--- src/rtl/siso_loop_ctrl.sv ---
// -----------------------------------------------------------------------------
// siso_loop_ctrl
//
// Sequencing controller for a serial-in/serial-out shift chain. A parallel
// word is accepted over a valid/ready handshake and driven LSB-first into the
// chain's serial input. Zeros are then pushed through the chain to flush it.
// While the word shifts and flushes, the chain's tail bit is sampled back into
// a receive word. When the transfer ends, the received word is presented with
// a loopback mismatch flag and a saturating mismatch count.
//
// Ports
//   clk        in   single clock, rising edge
//   rst        in   synchronous active-high reset
//   in_valid   in   parallel word offered
//   in_ready   out  controller idle and able to accept a word
//   in_data    in   word to send (WIDTH)
//   si         out  registered serial bit to the chain input
//   so_last    in   chain tail bit (output of stage DEPTH)
//   out_valid  out  captured word available
//   out_ready  in   consumer takes the captured word
//   out_data   out  captured word (WIDTH)
//   err        out  captured word differs from sent word (valid with out_valid)
//   err_cnt    out  saturating count of mismatched words (8)
//   busy       out  controller not idle
// -----------------------------------------------------------------------------
module siso_loop_ctrl #(
    parameter int WIDTH = 4,
    parameter int DEPTH = 4
) (
    input  logic             clk,
    input  logic             rst,
    input  logic             in_valid,
    output logic             in_ready,
    input  logic [WIDTH-1:0] in_data,
    output logic             si,
    input  logic             so_last,
    output logic             out_valid,
    input  logic             out_ready,
    output logic [WIDTH-1:0] out_data,
    output logic             err,
    output logic [7:0]       err_cnt,
    output logic             busy
);

    // The cycle counter runs from the first SHIFT cycle through the last
    // FLUSH cycle; it is sized so it never wraps inside a transfer.
    localparam int CNT_MAX = ((WIDTH > DEPTH) ? WIDTH : DEPTH) + WIDTH;
    localparam int CNT_W   = $clog2(CNT_MAX + 1);

    localparam logic [CNT_W-1:0] LAST_SHIFT = CNT_W'(WIDTH - 1);
    localparam logic [CNT_W-1:0] LAST_FLUSH = CNT_W'(WIDTH + DEPTH - 1);

    typedef enum logic [1:0] {
        IDLE  = 2'd0,
        SHIFT = 2'd1,
        FLUSH = 2'd2,
        DONE  = 2'd3
    } state_t;

    state_t             state_reg,   state_next;
    logic [WIDTH-1:0]   tx_reg,      tx_next;
    logic [WIDTH-1:0]   rx_reg,      rx_next;
    logic [CNT_W-1:0]   cnt_reg,     cnt_next;
    logic               si_reg,      si_next;
    logic               err_reg,     err_next;
    logic [7:0]         err_cnt_reg, err_cnt_next;

    // Receive word with this cycle's tail sample merged in. Bit i of the sent
    // word leaves the chain DEPTH cycles after it entered, i.e. in cycle
    // DEPTH+i counted from the first SHIFT cycle. Nothing earlier is sampled,
    // so stale chain contents from before the transfer never reach rx.
    logic               transfer_active;
    logic [WIDTH-1:0]   capture_en;
    logic [WIDTH-1:0]   rx_cap;

    assign transfer_active = (state_reg == SHIFT) || (state_reg == FLUSH);

    generate
        for (genvar gi = 0; gi < WIDTH; gi++) begin : g_capture
            assign capture_en[gi] = transfer_active && (cnt_reg == CNT_W'(DEPTH + gi));
            assign rx_cap[gi]     = capture_en[gi] ? so_last : rx_reg[gi];
        end
    endgenerate

    // Next-state and datapath logic
    always_comb begin
        state_next   = state_reg;
        tx_next      = tx_reg;
        rx_next      = rx_reg;
        cnt_next     = cnt_reg;
        si_next      = 1'b0;
        err_next     = err_reg;
        err_cnt_next = err_cnt_reg;

        case (state_reg)
            IDLE: begin
                // in_ready is 1 throughout IDLE, so in_valid alone is a handshake.
                if (in_valid) begin
                    tx_next    = in_data;
                    rx_next    = '0;
                    cnt_next   = '0;
                    // si is registered: load bit 0 so it is on the wire in the
                    // first SHIFT cycle.
                    si_next    = in_data[0];
                    state_next = SHIFT;
                end
            end

            SHIFT: begin
                rx_next  = rx_cap;
                cnt_next = cnt_reg + 1'b1;
                // Preload the bit for the following SHIFT cycle; after the
                // last data bit the chain is fed zeros.
                for (int i = 1; i < WIDTH; i++) begin
                    if (cnt_reg == CNT_W'(i - 1)) begin
                        si_next = tx_reg[i];
                    end
                end
                if (cnt_reg == LAST_SHIFT) begin
                    state_next = FLUSH;
                end
            end

            FLUSH: begin
                rx_next  = rx_cap;
                cnt_next = cnt_reg + 1'b1;
                if (cnt_reg == LAST_FLUSH) begin
                    // The final tail sample lands on this same edge, so the
                    // compare uses the merged word rather than rx_reg.
                    err_next = (rx_cap != tx_reg);
                    if ((rx_cap != tx_reg) && (err_cnt_reg != 8'hFF)) begin
                        err_cnt_next = err_cnt_reg + 8'd1;
                    end
                    state_next = DONE;
                end
            end

            DONE: begin
                if (out_ready) begin
                    state_next = IDLE;
                end
            end

            default: begin
                state_next = IDLE;
            end
        endcase
    end

    // State and datapath registers
    always_ff @(posedge clk) begin
        if (rst) begin
            state_reg   <= IDLE;
            tx_reg      <= '0;
            rx_reg      <= '0;
            cnt_reg     <= '0;
            si_reg      <= 1'b0;
            err_reg     <= 1'b0;
            err_cnt_reg <= 8'd0;
        end else begin
            state_reg   <= state_next;
            tx_reg      <= tx_next;
            rx_reg      <= rx_next;
            cnt_reg     <= cnt_next;
            si_reg      <= si_next;
            err_reg     <= err_next;
            err_cnt_reg <= err_cnt_next;
        end
    end

    // Handshake outputs are decoded from state only, so there is no
    // combinational path from in_valid/out_ready to in_ready/out_valid.
    assign in_ready  = (state_reg == IDLE);
    assign out_valid = (state_reg == DONE);
    assign busy      = (state_reg != IDLE);
    assign si        = si_reg;
    assign out_data  = rx_reg;
    assign err       = err_reg;
    assign err_cnt   = err_cnt_reg;

endmodule

--- config.mk ---
export PLATFORM = sky130hd
export DESIGN_NAME = siso_loop_ctrl
export DESIGN_NICKNAME = d
export VERILOG_FILES = /design/src/rtl/siso_loop_ctrl.sv
export SDC_FILE = /design/constraint.sdc
export NUM_CORES = 1
export LEC_CHECK = 0
export ABC_AREA = 1
export BUFFER_PORTS_ARGS = -buffer_cell sky130_fd_sc_hd__buf_2
export CAP_MARGIN = 25
export CORE_MARGIN = 8
export CORE_UTILIZATION = 44
export CTS_CLUSTER_SIZE = 28
export DETAILED_ROUTE_END_ITERATION = 12
export PLACE_DENSITY = 0.76
export SYNTH_ARGS = -nofsm -noshare
export SYNTH_HDL_FRONTEND = slang
export SYNTH_SLANG_ARGS = --single-unit
--- constraint.sdc ---
create_clock -name clk -period 2.6 [get_ports clk]
set_input_delay 0.52 -clock clk [delete_from_list [all_inputs] [get_ports clk]]
set_output_delay 0.52 -clock clk [all_outputs]
set_load 0.02 [all_outputs]
-- Word-level counts from Yosys, hierarchy flattened
Cells that the tools add are included.
- register bits after elaboration: 24
- input port bits: 9
- output and inout bits: 17
- word-level logic and storage cells: 58
- $add $sub $neg: 2
- equal/unequal tests: 16
- mux-type cells: 17
- reduce and logical (&&, ||, !) cells: 16
- operators with widths (operator ; count):
    equality test 4 x 3 -> 1 bit (second input constant) ; 4
    one-hot mux 4 bit (2 select lines) ; 2
    adder 8 x 1 -> 8 bit (second input constant) ; 1
    equality test 4 x 2 -> 1 bit (second input constant) ; 2
    two-way mux 1 bit ; 8
    two-way mux 2 bit ; 4
    != test 8 bit (second input constant) ; 1
    one-hot mux 2 bit (4 select lines) ; 1
    != test 2 x 1 -> 1 bit (second input constant) ; 3
    AND reduction 2 bit ; 3
    logical AND 1 bit ; 5
    adder 4 x 1 -> 4 bit (second input constant) ; 1
    equality test 2 bit (second input constant) ; 2
    equality test 4 x 1 -> 1 bit (second input constant) ; 1
    zero test 4 bit ; 1
    two-way mux 4 bit ; 1
    != test 4 bit ; 1
    AND reduction 4 bit ; 1
    nonzero test 2 bit ; 2
    AND reduction 3 bit ; 1
    equality test 2 x 1 -> 1 bit (second input constant) ; 1
    zero test 2 bit ; 1
    != test 2 bit (second input constant) ; 1
    one-hot mux 1 bit (2 select lines) ; 1
    2 further kinds ; 2

-- Logic depth before layout (Yosys ltp)
Gate-level depths: netlist (run 1).
- word-level depth: 7
- mapped depth: 15
- depth with buffers taken out: 14

-- Least setup slack after synthesis (run 1)
No wires, ideal clock.
- kind: reg-to-reg
- from: register state_reg[0]
- to: register err_cnt_reg[6], in the netlist err_cnt[6]
- arrival: 1.664 ns
- slack: 0.827 ns
- stages on the path, launching flop included: 15
- buffers on the path: 2
- clock period less this slack: 1.773 ns
- path through: dfxtp_1 -> inv_1 -> ha_1 -> buf_2 -> nand4_1 -> nand2_1 -> nand3_2 -> nand2_2 -> nor2_4 -> nand2_4 -> buf_12 -> nand3_2 -> nand2_1 -> inv_2 -> nor2_2
- word-level cells in the longest chain between the ends: 7
- elaborated cells between the ends (all ways): 14
- RTL lines (what ; RTL line ; RTL):
    from (decl) ; 60 ; state_t state_reg, state_next;
    from (signal assigned) ; 161 ; state_reg <= state_next;
    equality test 2 x 1 -> 1 bit / equality test 2 bit (equally long branches) ; 76, 95 ;
    logical OR 1 bit ; 76 ; assign transfer_active = (state_reg == SHIFT) || (state_reg == FLUSH);
    logical AND 1 bit ; 80 ; assign capture_en[gi] = transfer_active && (cnt_reg == CNT_W'(DEPTH + gi));
    two-way mux 1 bit ; 81 ; assign rx_cap[gi] = capture_en[gi] ? so_last : rx_reg[gi];
    != test 4 bit ; 131 ; if ((rx_cap != tx_reg) && (err_cnt_reg != 8'hFF)) begin
    logical AND 1 bit ; 131 ;
    AND reduction 3 bit (no line) (*) ; n/a ;
    to (signal assigned) ; 167 ; err_cnt_reg <= err_cnt_next;
    to (decl) ; 66 ; logic [7:0] err_cnt_reg, err_cnt_next;
Every way passes the cells marked *; elsewhere a longest branch is shown, timed or not.
A chain may end at the register's enable or synchronous reset.

-- Final worst setup path (run 1)
- from: register state_reg[0]
- to: register err_cnt_reg[0], in the netlist err_cnt[0]
The elaborated chain is that of the path after synthesis.

==> results of run 1 <==
## how the worst max path moves through the flow
| stage | slack (ps) | to | startpoint | cells past startpoint |
|---|---|---|---|---|
| after floorplan | 830 | err_cnt[6] | state_reg[0] | 14 |
| after global placement | 560 | err_cnt[2] | state_reg[0] | 13 |
| after detailed placement | 490 | err_cnt[1] | state_reg[0] | 13 |
| after CTS | 450 | err_cnt[1] | state_reg[1] | 13 |
| after global routing | 220 | err_cnt[0] | state_reg[1] | 14 |
| final | 400 | err_cnt[0] | state_reg[0] | 13 |
## power by group through the flow
stage               combinational (mW)  sequential [mW]  clock, mW
floorplan                        0.410            0.447          0
global placement                 0.477            0.450          0
detailed placement               0.478            0.452          0
CTS                              0.482            0.443      0.214
global route                     0.537            0.448      0.225
finish                           0.484            0.445      0.209
## kinds of logic after synthesis
family | after synthesis
fa+ha+maj | 9
xor+xnor | 2
simple gates | 115
flops | 24
compound gates | 28
buf+inv | 51
## metal layers
metal | wire (um) | vias to the layer above | track usage [%]
met1 | 1670 | 663 | 15.2
met4 | 50 | 0 | 5.38
met2 | 1580 | 60 | 18.9
met5 | 0 | - | 0
met3 | 234 | 6 | 2.24
li1 | - | 786 | -
## layout make-up
cell class / instances / area share, %
multi-input combinational: 154 / 50.7
sequential: 24 / 27.1
inverter: 45 / 9.67
timing repair buffer: 25 / 7.06
tap: 48 / 3.39
clock buffer: 4 / 2.05
## cell usage in the layout, fill, tap and decap left out, types with 2 or more instances in the layout
cell type / instances
clkbuf_4: 3
nand2_1: 46
buf_2: 25
nand2_4: 2
nor2_1: 5
nand2_2: 2
ha_1: 9
nand3_2: 4
inv_1: 41
nor2_4: 3
nand4_2: 4
inv_2: 3
nor3_1: 5
o21ai_0: 10
nor2_2: 8
nand4_1: 14
dfxtp_1: 24
nand3_1: 22
a21oi_1: 16
## metrics by stage
step / setup slack (ps) / power (mW) / std cells / area, um2 / utilization, %
2_1_floorplan: 827 / 0.857 / 229 / 1600 / -
3_3_place_gp: 564 / 0.927 / 296 / 1740 / 48.5
3_5_place_dp: 488 / 0.930 / 296 / 1740 / 48.5
4_1_cts: 449 / 1.14 / 300 / 1770 / 49.5
5_1_grt: 218 / 1.21 / 300 / 1770 / 49.5
6_report: 397 / 1.14 / 300 / 1770 / 49.5
## critical path, cell delays in order, from the launching register on
cell and delay [ps]:
dfxtp_1 400, inv_1 90, ha_1 480, inv_1 150, nor2_4 170, nand3_1 110, nand3_2 80, nand2_2 60
nor2_4 120, nand2_4 130, nand3_1 140, nand2_1 70, inv_1 60, nor2_2 30
==> impl_metrics.env, run 1 <==
export IMPL_cts_root_buffer="clkbuf_4"
export IMPL_start_util_pct=44.8
export IMPL_wl_per_cell_um=11.8
export IMPL_cts_setup_buffers=0
export IMPL_synth_compound_area_share_pct=9.13
export IMPL_setup_viol_count_final=0
export IMPL_grt_max_degree=16
export IMPL_netSwitchingPower_uw=504
export IMPL_h_tree_depth=1
export IMPL_io_pins=26
export IMPL_worstMarginPinSlew_ps=502
export IMPL_nets=271
export IMPL_n_antenna_cell=0
export IMPL_hold_depth=3
export IMPL_yosys_top_cells_count="46 x nand2_1, 41 x inv_1, 24 x dfxtp_1, 22 x nand3_1, 16 x a21oi_1"
export IMPL_critical_path_class="flop to flop"
export IMPL_rsz0062_at_grt="no"
export IMPL_synth_seq_cells=24
export IMPL_row_count=22
export IMPL_cap_violations=0
export IMPL_synth_xor_area_share_pct=1.09
export IMPL_yosysUniqueCellTypes=27
export IMPL_status="completed"
export IMPL_syn_avg_cell_area_um2=7.00
export IMPL_ir_worst_vdd_mv=0.294
export IMPL_wl_mm=3.54
export IMPL_ys_seq_area_share_pct=30.0
export IMPL_r2r_start="state_reg[0]"
export IMPL_ctsHoldBuffers=0
export IMPL_period_minus_slack_ps=2200
export IMPL_crit_path_start_kind="flop"
export IMPL_combPwrFrac_pct=42.5
export IMPL_leakage_nw=0.847
export IMPL_post_cts_resize_count=0
export IMPL_fmax_ghz=0.454
export IMPL_reg2regPathDepth=13
export IMPL_area_growth_pct=10.5
export IMPL_cts_buffers=3
export IMPL_synth_edff_count=0
export IMPL_cts_sinks=24
export IMPL_multi_input_area_um2=900
export IMPL_largest_reg_flops=8
export IMPL_syn_nets=247
export IMPL_end_kind="flop"
export IMPL_maxSlewViolCount=0
export IMPL_vias=1515
export IMPL_finalCritPeriodShare_pct=84.7
export IMPL_p_int_uw=634
export IMPL_grt_remaining_overflow=0
export IMPL_clkPwrFrac_pct=18.4
export IMPL_regArea_um2=480
export IMPL_groute_usage_overall_pct=11.9
export IMPL_synth_area_leaders="dfxtp_1 30%, nand2_1 11%, inv_1 9.6%"
export IMPL_dpl_hpwl_mm=2.68
export IMPL_firstDrtPassIters=6
export IMPL_cp_max_fo=15
export IMPL_arrival_ps=2440
export IMPL_drtIter0Drc=74
export IMPL_yosys_area_top_type="dfxtp_1"
export IMPL_drive_gt1_share_pct=22.2
export IMPL_worstHoldEndpoint="tx_reg[0]"
export IMPL_core_area_um2=3580
export IMPL_whs_ps=448
export IMPL_required_ps=2830
export IMPL_fill_cells=365
export IMPL_antenna_left=0
export IMPL_syn_inst=229
export IMPL_finalHoldViolCount=0
export IMPL_synth_most_common_cell="nand2_1"
export IMPL_synth_top_family_by_area="simple AND/OR/NAND/NOR gates"
export IMPL_netSwitchingFraction_pct=44.3
export IMPL_r2r_slack_ps=400
export IMPL_drc_errors=0
export IMPL_power_density_nw_per_um2=642
export IMPL_fin_tns_setup_ps=0
export IMPL_hold_path_class="input pin to flop"
export IMPL_skew_ps=13.4
export IMPL_r2r_end="err_cnt[0]"
export IMPL_ys_flop_type="dfxtp_1"
export IMPL_ys_warn_count=0
export IMPL_cts_tree="done"
export IMPL_via_per_inst=5.05
export IMPL_grt_pass1_wl_mm=6.00
export IMPL_power_frac_seq_pct=39.1
export IMPL_hp_start="in_data[0]"
export IMPL_grt_pass1_vias=1389
export IMPL_synth_top_area_share_pct=30.0
export IMPL_place_gp_congestion=0.909
export IMPL_antenna_found_initial=0
export IMPL_relSlewSlack_pct=66.5
export IMPL_synthMuxAreaShare_pct=0
export IMPL_die_area_um2=5830
export IMPL_yosys_area_share_simple_pct=38.8
export IMPL_io_buffers=25
export IMPL_clk_pin_slew_ps=150
export IMPL_die_h_um=76.4
export IMPL_clockBufferDepth=2
export IMPL_synthAdderAreaFrac_pct=7.02
export IMPL_async_flop_share_pct=0
export IMPL_die_x_um=76.4
export IMPL_synth_area_um2=1600
export IMPL_clkLatencyLatePin_ps=330
Power figures use the tool's default switching activity.
==> run 2, diff against run 1 <==
Clock period 2.6 ns to 2.09 ns, I/O delays scaled along.
==> run 2 against run 1 <==
Fmax grew 16%. Combinational power increased by 34%. Register-to-register slack lost 210 ps. Flip-flop and latch count unchanged. Largest power group unchanged.
==> impl_metrics.env, run 2 (synthesized netlist as in run 1, its figures left out) <==
export IMPL_largest_reg_flops=8
export IMPL_place_gp_congestion=0.881
export IMPL_via_per_inst=4.95
export IMPL_met3WireLength_um=179
export IMPL_cts_buffers=3
export IMPL_clk_pin_slew_ps=140
export IMPL_h_tree_depth=1
export IMPL_dpl_hpwl_mm=2.73
export IMPL_cts_root_buffer="clkbuf_4"
export IMPL_drtIter0Drc=112
export IMPL_relSlewSlack_pct=59.8
export IMPL_power_density_nw_per_um2=806
export IMPL_row_count=22
export IMPL_io_pins=26
export IMPL_grt_remaining_overflow=0
export IMPL_final_cell_mix="46 x nand2_1, 41 x inv_1, 25 x buf_2"
export IMPL_crit_chain="inv_1, ha_1, buf_4, nand4_1, nand2_1, nand3_1, nand2_2, nor2_4, nand2_8, nand3_1, nand2_1, inv_1, nor2_2"
export IMPL_cp_num_buf_inv=3
export IMPL_clockBufferDepth=2
export IMPL_drt_met1_wl_mm=1.79
export IMPL_drc_errors=0
export IMPL_fmax_ghz=0.525
export IMPL_wl_per_cell_um=11.7
export IMPL_rsz0062_at_grt="no"
export IMPL_n_antenna_cell=0
export IMPL_fin_tns_setup_ps=0
export IMPL_required_ps=2330
export IMPL_leakage_nw=0.867
export IMPL_cts_sinks=24
export IMPL_grt_pass1_wl_mm=6.02
export IMPL_start_util_pct=44.8
export IMPL_crit_path_max_incr_delay_ps=370
export IMPL_core_area_um2=3580
export IMPL_antenna_found_initial=0
export IMPL_die_h_um=76.4
export IMPL_wl_mm=3.55
export IMPL_post_cts_resize_count=0
export IMPL_die_x_um=76.4
export IMPL_ir_worst_vdd_mv=0.348
export IMPL_period_minus_slack_ps=1910
export IMPL_fin_cells=304
export IMPL_cts_setup_buffers=0
export IMPL_area_growth_pct=13.1
export IMPL_groute_usage_overall_pct=12.0
export IMPL_cp_max_fo=15
export IMPL_arrival_ps=2150
export IMPL_setup_viol_count_final=0
export IMPL_hold_path_class="input pin to flop"
export IMPL_cts_tree="done"
export IMPL_vias=1506
export IMPL_die_area_um2=5830
export IMPL_crit_slowest_cell="dfxtp_2"
export IMPL_end_kind="flop"
export IMPL_wl_met2_mm=1.53
export IMPL_drive_gt1_share_pct=24.2
export IMPL_ctsHoldBuffers=0
export IMPL_cap_violations=0
export IMPL_worstMarginPinSlew_ps=602
export IMPL_status="completed"
export IMPL_crit_path_start_kind="flop"
export IMPL_clkLatencyLatePin_ps=320
export IMPL_grt_max_degree=16
export IMPL_firstDrtPassIters=4
export IMPL_critical_path_top_delay_family="simple AND/OR/NAND/NOR gates"
export IMPL_io_buffers=25
export IMPL_finalCritPeriodShare_pct=91.2
export IMPL_grt_pass1_vias=1349
export IMPL_dp_cells=300
export IMPL_maxSlewViolCount=0
export IMPL_antenna_left=0
export IMPL_critical_path_class="flop to flop"
export IMPL_nets=275
export IMPL_finalHoldViolCount=0
export IMPL_skew_ps=2.42
export IMPL_final_common_cell="nand2_1"
export IMPL_top_layer_used="met4"
==> run 2: cell count changes in the layout (fill, tap and decap cells not counted) <==
cell     previous run  this run
dfxtp_2             0         2
nand2_4             2         1
nand2_8             0         1
buf_4               0         4
dfxtp_1            24        22
==> run 2: area by class of cell <==
type	count	area [um2]
timing repair buffer	29	155
fill	377	1760
tap	48	60.1
multi-input combinational	154	908
sequential	24	483
inverter	45	171
clock buffer	4	36.3
==> run 2: report_power, final <==
part           internal [mW]  switching [mW]  total (mW)
clock                  0.107           0.152       0.258
combinational          0.204           0.445       0.649
sequential             0.511          0.0442       0.555
total                  0.821           0.641        1.46
==> run 2: worst reg2reg max path, delay by kind of cell (launching register included) <==
kind                     cells  cell delay [ps]
buffers and inverters        3              300
flip-flops                   1              370
AND/OR/NAND/NOR              9              860
adder cells (fa/ha/maj)      1              310
==> run 2: final timing paths <==
check | startpoint | end | slack, ps | cells after the start
worst max-delay path | state_reg[0] | err_cnt[0] | 180 | 13
worst max register to register | state_reg[0] | err_cnt[0] | 180 | 13
worst min-delay path | in_data[3] | tx_reg[3] | 350 | 3
worst min register to register | err | err | 480 | 2
==> run 2: through the flow <==
stage	total power [mW]	utilization (%)	worst slack (ps)	instance area (um2)	hold slack, ps
floorplan	1.07	-	317	1600	454
finish	1.46	50.7	184	1810	354
global placement	1.18	49.4	195	1770	452
global route	1.57	50.7	10.7	1810	363
detailed placement	1.19	49.4	179	1770	462
CTS	1.45	50.4	133	1800	352
==> run 2: metal layers <==
metal	global-route usage [%]	up-vias
met5	0	-
met4	4.62	0
met3	2.36	4
met2	17.7	38
met1	16.6	666
li1	-	798
==> run 3, diff against run 2 <==
Settings changed: ABC_AREA 1 to not set.
==> run 3 against run 2 <==
The flow now finishes with violations (setup timing). Global-route usage up 0.54 points. Flip-flop and latch count unchanged. Combinational power up 38%. Final area up 3.2%. Non-clock buffer count up 15. Die area down 4.0%. Sequential share of layout area down 0.75 points. Highest routed layer unchanged. Synthesized area down 5.0%. Clock-buffer cell count down 1. Via count down 8.0%. Sequential power about the same. Clock power down 21%.
==> impl_metrics.env, run 3 <==
export IMPL_status="finished with violations"
export IMPL_violations="setup timing"
export IMPL_die_x_um=74.9
export IMPL_finalHoldViolCount=0
export IMPL_grt_pass1_wl_mm=5.59
export IMPL_period_minus_slack_ps=2220
export IMPL_maxSlewViolCount=0
export IMPL_grt_remaining_overflow=0
export IMPL_fill_cells=314
export IMPL_clkPwrFrac_pct=12.3
export IMPL_syn_avg_cell_area_um2=8.42
export IMPL_fmax_ghz=0.451
export IMPL_worstMarginPinSlew_ps=564
export IMPL_synth_edff_count=0
export IMPL_combPwrFrac_pct=54.2
export IMPL_largest_reg_flops=8
export IMPL_place_gp_congestion=0.890
export IMPL_cts_buffers=3
export IMPL_p_int_uw=960
export IMPL_finalCritPeriodShare_pct=106
export IMPL_clkLatencyLatePin_ps=320
export IMPL_netSwitchingFraction_pct=41.9
export IMPL_power_density_nw_per_um2=883
export IMPL_power_frac_seq_pct=33.4
export IMPL_hold_path_class="input pin to flop"
export IMPL_synth_area_um2=1520
export IMPL_antenna_found_initial=0
export IMPL_cap_violations=0
export IMPL_io_pins=26
export IMPL_n_antenna_cell=0
export IMPL_r2r_slack_ps=-130
export IMPL_cp_depth=9
export IMPL_yosys_top_cells_count="25 x nor2_1, 24 x dfxtp_1, 16 x a21oi_1, 13 x nand2_1, 11 x inv_1"
export IMPL_place_area_um2=1830
export IMPL_rsz0062_at_grt="yes"
export IMPL_setup_slack_ps=-128
export IMPL_r2r_start="state_reg[0]"
export IMPL_skew_ps=8.08
export IMPL_dpl_hpwl_mm=2.64
export IMPL_relSlewSlack_pct=62.1
export IMPL_async_flop_share_pct=0
export IMPL_crit_path_start_kind="flop"
export IMPL_ys_warn_count=0
export IMPL_die_h_um=74.9
export IMPL_power_mw=1.65
export IMPL_drc_errors=0
export IMPL_cts_tree="done"
export IMPL_hp_start="in_data[1]"
export IMPL_via_per_inst=5.21
export IMPL_io_buffers=25
export IMPL_critical_path_top_delay_family="simple AND/OR/NAND/NOR gates"
export IMPL_setup_viol_count_final=5
export IMPL_stdcell_area_um2=1870
export IMPL_regArea_um2=484
export IMPL_grt_max_degree=30
export IMPL_clk_pin_slew_ps=130
export IMPL_crit_path_end="err_cnt[0]"
export IMPL_cts_root_buffer="clkbuf_4"
export IMPL_fin_cells=266
export IMPL_die_area_um2=5600
export IMPL_area_growth_pct=22.8
export IMPL_wl_mm=3.33
export IMPL_core_area_um2=3340
export IMPL_arrival_ps=2430
export IMPL_syn_nets=199
export IMPL_multi_input_area_um2=995
export IMPL_fin_tns_setup_ps=-539
export IMPL_final_cell_mix="25 x nor2_1, 25 x buf_2, 21 x dfxtp_1"
export IMPL_ys_flop_type="dfxtp_1"
export IMPL_crit_slowest_cell="dfxtp_2"
export IMPL_yosys_area_top_type="dfxtp_1"
export IMPL_crit_path_max_incr_delay_ps=360
export IMPL_r2r_end="err_cnt[0]"
export IMPL_firstDrtPassIters=4
export IMPL_reg2regPathDepth=9
export IMPL_syn_inst=181
export IMPL_drtIter0Drc=61
export IMPL_row_count=21
export IMPL_antenna_left=0
export IMPL_cp_num_buf_inv=2
export IMPL_ir_worst_vdd_mv=0.465
export IMPL_groute_usage_overall_pct=12.6
export IMPL_ys_seq_area_share_pct=31.5
export IMPL_critical_path_class="flop to flop"
export IMPL_vias=1385
export IMPL_netSwitchingPower_uw=693
export IMPL_synth_area_leaders="dfxtp_1 32%, ha_1 7.4%, nor2_1 6.2%"
export IMPL_clockBufferDepth=2
export IMPL_yosysUniqueCellTypes=43
export IMPL_synth_top_area_share_pct=31.5
export IMPL_synth_most_common_cell="nor2_1"
export IMPL_dp_cells=262
export IMPL_leakage_nw=0.893
export IMPL_nets=240
export IMPL_wl_per_cell_um=12.5
export IMPL_synth_seq_cells=24
export IMPL_preCtsSetupSlack_ps=-127
export IMPL_startpoint="state_reg[0]"
export IMPL_cp_max_fo=8
export IMPL_end_kind="flop"
export IMPL_drive_gt1_share_pct=31.4
export IMPL_cts_sinks=24
export IMPL_grt_pass1_vias=1307
export IMPL_h_tree_depth=1
export IMPL_required_ps=2300
export IMPL_start_util_pct=45.7
export IMPL_crit_chain="inv_2, ha_4, and4b_1, mux2i_1, xnor2_1, nor4_2, buf_4, nor3b_4, mux2_4"
[run 3: cell types whose count changed after synthesis, sizes merged, moves of 5 or more]
cell   before  now
nand3      26   10
nand4      18    2
inv        45   12
nand2      50   13
nor2       16   26
mux2i       0    6
nor3        5    0
mux2        0    5
nor2b       0    6
[run 3: through the flow]
stage | hold slack (ps) | util [%]
floorplan | 462 | -
global placement | 480 | 54.9
detailed placement | 484 | 54.9
CTS | 336 | 56.1
global route | 334 | 56.1
finish | 345 | 56.1
[run 3: worst min path at each step]
stage,cells after the start,to
after global placement,2,tx_reg[3]
final,3,tx_reg[1]
after CTS,3,tx_reg[1]
after floorplan,2,tx_reg[1]
after detailed placement,2,tx_reg[3]
after global routing,3,tx_reg[1]
[run 3: cells by family after synthesis]
| kind of cell | Yosys count | synth area share [%] |
|---|---|---|
| simple gates | 79 | 31.0 |
| buf+inv | 20 | 6.16 |
| xor+xnor | 2 | 1.15 |
| flops | 24 | 31.5 |
| mux | 11 | 8.87 |
| fa+ha+maj | 9 | 7.39 |
| compound gates | 36 | 14.0 |
[run 3: power groups by stage]
stage / sequential, mW / combinational (mW) / clock (mW)
global route: 0.560 / 0.995 / 0.230
floorplan: 0.567 / 0.661 / 0
CTS: 0.553 / 0.899 / 0.216
global placement: 0.558 / 0.885 / 0
finish: 0.553 / 0.896 / 0.204
detailed placement: 0.560 / 0.888 / 0
[run 3: area by class of cell]
cell class	count	area share, %
timing repair buffer	44	14.3
sequential	24	25.9
tap	46	3.07
multi-input combinational	137	53.1
clock buffer	3	1.20
inverter	12	2.41
[run 3: repair_timing]
item	in CTS	in global routing
setup buffers	1	0
gates cloned	0	0
pin swaps	10	3
hold buffers	0	0
endpoints found under the setup margin	8	9
gates resized for setup	2	0
[run 3: layer usage]
metal | track usage [%] | part of all wire (%)
met5 | 0 | 0
met4 | 3.91 | 1.0
met3 | 2.26 | 5.0
met2 | 22.6 | 50
met1 | 14.5 | 43
[run 3: worst min-delay path, stage by stage]
cell,delay [ps]
buf_2,100
nand3_1,50
a21oi_1,50
